### config.mk
export PLATFORM = sky130hd
export DESIGN_NAME = topo_control
export DESIGN_NICKNAME = d
export VERILOG_FILES = /design/src/rtl/topo_control.sv
export SDC_FILE = /design/constraint.sdc
export NUM_CORES = 1
export LEC_CHECK = 0
export CAP_MARGIN = 20
export CORE_MARGIN = 3
export CORE_UTILIZATION = 40
export CTS_BUF_LIST = sky130_fd_sc_hd__clkbuf_16
export CTS_CLUSTER_DIAMETER = 80
export CTS_CLUSTER_SIZE = 12
export DETAILED_ROUTE_END_ITERATION = 8
export SYNTH_ARGS = -nofsm -noshare
export SYNTH_HDL_FRONTEND = slang
export SYNTH_SLANG_ARGS = --single-unit
export TNS_END_PERCENT = 100
### constraint.sdc
create_clock -name Clock -period 4.1 [get_ports Clock]
set_input_delay 0.615 -clock Clock [delete_from_list [all_inputs] [get_ports Clock]]
set_output_delay 0.615 -clock Clock [all_outputs]
set_load 0.02 [all_outputs]
### src/rtl/topo_control.sv
// topo_control: 3x3 whack-a-mole game controller.
// Places moles, drives cursor and strike pulse, keeps score and misses.
module topo_control #(
    parameter int unsigned TICKS_PER_MOLE = 25000000,
    parameter int unsigned MAX_MISSES     = 5,
    parameter logic [7:0]  LFSR_SEED      = 8'hA5
) (
    input  logic       Clock,
    input  logic       reset,
    input  logic       BTN_UP,
    input  logic       BTN_DOWN,
    input  logic       BTN_LEFT,
    input  logic       BTN_RIGHT,
    input  logic       BTN_HIT,
    input  logic [8:0] HIT,
    output logic [8:0] PONER_TOPO,
    output logic [8:0] SELECT,
    output logic       GOLPE,
    output logic [7:0] SCORE,
    output logic [3:0] MISSES,
    output logic       GAME_OVER
);

    localparam int TW = (TICKS_PER_MOLE > 1) ? $clog2(TICKS_PER_MOLE) : 1;
    localparam logic [TW-1:0] TMAX = TW'(TICKS_PER_MOLE - 1);
    localparam logic [3:0] MISS_LIM = 4'(MAX_MISSES);

    typedef enum logic [1:0] {
        IDLE,
        SPAWN,
        ACTIVE,
        GAMEOVER
    } state_t;

    state_t        state_q, state_d;
    logic [4:0]    btn_q;
    logic [1:0]    row_q, row_d;
    logic [1:0]    col_q, col_d;
    logic [7:0]    lfsr_q, lfsr_d;
    logic [TW-1:0] timer_q, timer_d;
    logic [3:0]    idx_q, idx_d;
    logic [7:0]    score_q, score_d;
    logic [3:0]    misses_q, misses_d;
    logic          golpe_q, golpe_d;
    logic          up_e, dn_e, lf_e, rt_e, hit_e;
    logic [3:0]    raw, pick;
    logic [3:0]    cur_pos;

    assign up_e  = BTN_UP    & ~btn_q[0];
    assign dn_e  = BTN_DOWN  & ~btn_q[1];
    assign lf_e  = BTN_LEFT  & ~btn_q[2];
    assign rt_e  = BTN_RIGHT & ~btn_q[3];
    assign hit_e = BTN_HIT   & ~btn_q[4];

    assign lfsr_d = {lfsr_q[6:0],
                     lfsr_q[7] ^ lfsr_q[5] ^ lfsr_q[4] ^ lfsr_q[3]};

    assign cur_pos = {1'b0, row_q, 1'b0} + {2'b00, row_q} + {2'b00, col_q};

    assign SELECT     = 9'b1 << cur_pos;
    assign PONER_TOPO = (state_q == ACTIVE) ? (9'b1 << idx_q) : 9'b0;
    assign GOLPE      = golpe_q;
    assign SCORE      = score_q;
    assign MISSES     = misses_q;
    assign GAME_OVER  = (state_q == GAMEOVER);

    // Cell choice: fold LFSR nibble into 0..8, never repeat the last cell.
    always_comb begin
        raw = lfsr_q[3:0];
        if (raw > 4'd8) raw = raw - 4'd9;
        pick = raw;
        if (raw == idx_q) pick = (raw == 4'd8) ? 4'd0 : raw + 4'd1;
    end

    // Saturating cursor move; opposite edges in one cycle cancel.
    always_comb begin
        row_d = row_q;
        col_d = col_q;
        if (up_e && !dn_e && row_q != 2'd0) row_d = row_q - 2'd1;
        else if (dn_e && !up_e && row_q != 2'd2) row_d = row_q + 2'd1;
        if (lf_e && !rt_e && col_q != 2'd0) col_d = col_q - 2'd1;
        else if (rt_e && !lf_e && col_q != 2'd2) col_d = col_q + 2'd1;
    end

    // Game FSM next-state, score/miss bookkeeping and strike pulse.
    always_comb begin
        state_d  = state_q;
        timer_d  = timer_q;
        idx_d    = idx_q;
        score_d  = score_q;
        misses_d = misses_q;
        unique case (state_q)
            IDLE: begin
                if (hit_e) state_d = SPAWN;
            end
            SPAWN: begin
                idx_d   = pick;
                timer_d = '0;
                state_d = ACTIVE;
            end
            ACTIVE: begin
                timer_d = timer_q + TW'(1);
                if (HIT[idx_q]) begin
                    if (score_q != 8'hFF) score_d = score_q + 8'd1;
                    state_d = SPAWN;
                end else if (timer_q == TMAX) begin
                    misses_d = misses_q + 4'd1;
                    state_d  = (misses_d == MISS_LIM) ? GAMEOVER : SPAWN;
                end
            end
            GAMEOVER: begin
                if (hit_e) begin
                    score_d  = 8'd0;
                    misses_d = 4'd0;
                    state_d  = SPAWN;
                end
            end
        endcase
        golpe_d = hit_e && (state_q == ACTIVE) && (state_d == ACTIVE);
    end

    // State and datapath registers with asynchronous clear.
    always_ff @(posedge Clock or negedge reset) begin
        if (!reset) begin
            state_q  <= IDLE;
            btn_q    <= '0;
            row_q    <= 2'd1;
            col_q    <= 2'd1;
            lfsr_q   <= LFSR_SEED;
            timer_q  <= '0;
            idx_q    <= 4'd4;
            score_q  <= 8'd0;
            misses_q <= 4'd0;
            golpe_q  <= 1'b0;
        end else begin
            state_q  <= state_d;
            btn_q    <= {BTN_HIT, BTN_RIGHT, BTN_LEFT, BTN_DOWN, BTN_UP};
            row_q    <= row_d;
            col_q    <= col_d;
            lfsr_q   <= lfsr_d;
            timer_q  <= timer_d;
            idx_q    <= idx_d;
            score_q  <= score_d;
            misses_q <= misses_d;
            golpe_q  <= golpe_d;
        end
    end

endmodule

==> impl_metrics.csv <==
group,metric,value,unit
critical_path,setup.worst_path.start_class,"flop",
critical_path,worst_r2r_startpoint,"lfsr_q[0]",
cts,post_cts.repair.setup_buffers,0,
hold_path,min_path_type,"flop to flop",
grt,grt_pass1_wl,13.3,mm
place,post-dp-hpwl,5.53,mm
cts,clock-root-buffer,"sky130_fd_sc_hd__clkbuf_16",
pwr,ir_worst_vdd,0.000289,V
drt,detail_route.wl_per_cell,13.9,um
drt,drc,0,
drt,totalWireLength,7.83,mm
floorplan,dieArea,10400,um2
logic_synthesis,netlist_area_before_placement,3670,um2
grt,grt_start_max_net_pins,40,
sta,setup_total_negative_slack,0,ns
floorplan,initial_utilization,0.417,
cts,cts_inserted_buffers,9,
sta,setup_viol,0,
critical_path,worst_reg2reg_setup_slack,1.49,ns
critical_path,critical_path.endpoint_type,"primary output",
sta,grt_setup_unrepaired,"false",
critical_path,timing.critical_path.fanout_max,5,
logic_synthesis,synth_seq_cells,61,
logic_synthesis,synth-warning-count,0,
place,final_wtd_congestion,0.773,
drt,via_per_inst,5.30,
cts,worst_skew_pair.late_latency,0.32,ns
logic_synthesis,synth-async-reset-ratio,1.00,
cells_and_area,n_diodes,0,
sta,period_share,0.883,
logic_synthesis,yosysSeqAreaShare,0.418,
sta,max_slew_violations,0,
place,place.port_buffers,47,
sta,finalCriticalPeriod,3.62,ns
sta,final-hold-violation-count,0,
drt,vias,2976,
pwr,total_design_power,2.55,mW
critical_path,worst_r2r_endpoint,"idx_q[3]",
cells_and_area,syn2layout_area_growth,24.0,%
cells_and_area,finish.net_count,481,
cts,clock_tree_from_tritoncts,"yes",
grt,grt_antenna_before_repair,0,
critical_path,worst_setup_path_class,"flop to primary output",
drt,drt_first_pass_iters,5,
hold_path,min_delay_path_depth,0,
sta,tightestPinTransition,0.872,ns
logic_synthesis,post_synth_num_cell_types,60,
hold_path,holdCritStartpoint,"lfsr_q[6]",
critical_path,arrival,3.01,ns
cts,cts_hold_buf,0,
sta,hold-worst-slack,0.359,ns
cts,cts.clk_slew.worst_paths,0.05,ns
cells_and_area,drive_gt1_frac,0.0883,
pwr,power.leakage,1.91,nW
cts,clk_path_buf_depth,2,
sta,worst_slew_margin_rel,0.419,
cells_and_area,fin_util,0.517,
hold_path,timing.hold.worst_endpoint,"lfsr_q[7]",
logic_synthesis,post_synth.cell_area_avg,9.32,um2
floorplan,die_w,102,um
drt,postRouteAntennaNets,0,
floorplan,core_region_area,8810,um2
sta,timing.fmax,276,MHz
drt,drt-initial-drc-count,130,
cells_and_area,postLayoutCellArea,4560,um2
cts,cts_h_tree_depth,3,
floorplan,i_o_pin_count,48,
cells_and_area,final_common_cell,"sky130_fd_sc_hd__dfrtp_1",
grt,grt.overflow.total,0,
floorplan,floorplan.die.height,102,um
cells_and_area,final_cell_mix,"54 x sky130_fd_sc_hd__dfrtp_1, 46 x sky130_fd_sc_hd__clkdlybuf4s50_1, 43 x sky130_fd_sc_hd__nor2_1, 28 x sky130_fd_sc_hd__nand2_1, 25 x sky130_fd_sc_hd__inv_1",
logic_synthesis,synth-main-ff-cell,"sky130_fd_sc_hd__dfrtp_1",
outcome,run_status,"finished, final reports clean",
sta,final.setup_skew,0.00930,ns
critical_path,cp_required,3.48,ns
floorplan,fp-row-count,34,
logic_synthesis,syn_inst,394,
critical_path,r2r.worst_path.cells,11,
run,cap_violations,0,
cts,clock_sink_count,61,
logic_synthesis,number_of_synthesized_flops_with_an_enable_pin,0,
pwr,power_density,560,nW/um2
logic_synthesis,synth_fp_nets,427,
cts,cts_repair_resize_count,0,
place,place_area,4270,um2
grt,grt_util_all_layers,0.160,
grt,first_global_vias,2850,
[layout make-up]
cell class | count | area (um2)
fill | 817 | 4250
multi-input combinational | 299 | 2000
sequential | 61 | 1540
timing repair buffer | 53 | 510
clock buffer | 9 | 225
tap | 108 | 135
inverter | 24 | 90.1
clock inverter | 7 | 58.8
[critical path, cell delays in order, from the launching register on]
cell and delay [ns]:
sky130_fd_sc_hd__dfstp_2 0.59, sky130_fd_sc_hd__fa_1 0.42, sky130_fd_sc_hd__ha_1 0.21, sky130_fd_sc_hd__inv_1 0.06
sky130_fd_sc_hd__fa_1 0.42, sky130_fd_sc_hd__nand2b_1 0.21, sky130_fd_sc_hd__nor3_1 0.14, sky130_fd_sc_hd__clkdlybuf4s50_1 0.63
[kinds of logic (layout without fill, tap and decap cells)]
group / count (synthesis) / count (layout) / synth area share
adders and majority gates: 17 / 17 / 0.0620
DFF: 61 / 61 / 0.418
and+or+nand+nor: 166 / 166 / 0.241
muxes: 17 / 17 / 0.0480
xor gates and xnor gates: 23 / 23 / 0.0586
buffers and inverters: 34 / 93 / 0.0371
AOI/OAI and AO/OA: 76 / 76 / 0.135
[state kept, by name, summed over array words and instances (netlist names), 4 cells and up]
name	count
idx_q	4
timer_q	25
SCORE	8
lfsr_q	8
MISSES	4
btn_q	5
[routing by layer]
| layer | up-vias | GRT usage | part of all wire |
|---|---|---|---|
| li1 | 1517 | - | - |
| met1 | 1398 | 0.220 | 0.51 |
| met2 | 51 | 0.251 | 0.44 |
| met3 | 10 | 0.0375 | 0.039 |
| met4 | 0 | 0.0505 | 0.012 |
| met5 | - | 0 | 0 |
[synth_stat cells, drive strengths merged (8+ instances only)]
master,number,share of area
mux2i,15,0.042
xor2,11,0.026
nand3,14,0.019
and3,8,0.015
xnor2,11,0.026
a21oi,18,0.025
nand2b,8,0.014
nor3,16,0.026
o21ai,25,0.034
or3,8,0.014
nand2,28,0.029
clkbuf,8,0.0082
dfrtp,54,0.37
inv,23,0.024
nor2,43,0.044
nand4,9,0.017
ha,15,0.051
[per-stage QoR]
step | cells | setup WS [ns]
final | 561 | 0.479
after global routing | 561 | 0.350
after CTS | 561 | 0.480
after detailed placement | 545 | 0.829
after global placement | 545 | 0.864
after floorplan | 394 | 1.17
[how the worst max path moves through the flow]
stage	slack [ns]	start	cells past startpoint	endpoint
2_1_floorplan	1.17	row_q[1]	5	SELECT[8]
3_3_place_gp	0.86	row_q[0]	7	SELECT[4]
3_5_place_dp	0.83	row_q[0]	7	SELECT[4]
4_1_cts	0.48	row_q[0]	7	SELECT[4]
5_1_grt	0.35	row_q[0]	7	SELECT[4]
6_report	0.48	row_q[0]	7	SELECT[4]
[power by group]
group / internal [mW] / switching (mW)
clock: 0.461 / 0.261
sequential: 0.671 / 0.0908
combinational: 0.460 / 0.610
No activity file was read; power rests on OpenSTA's default activity.
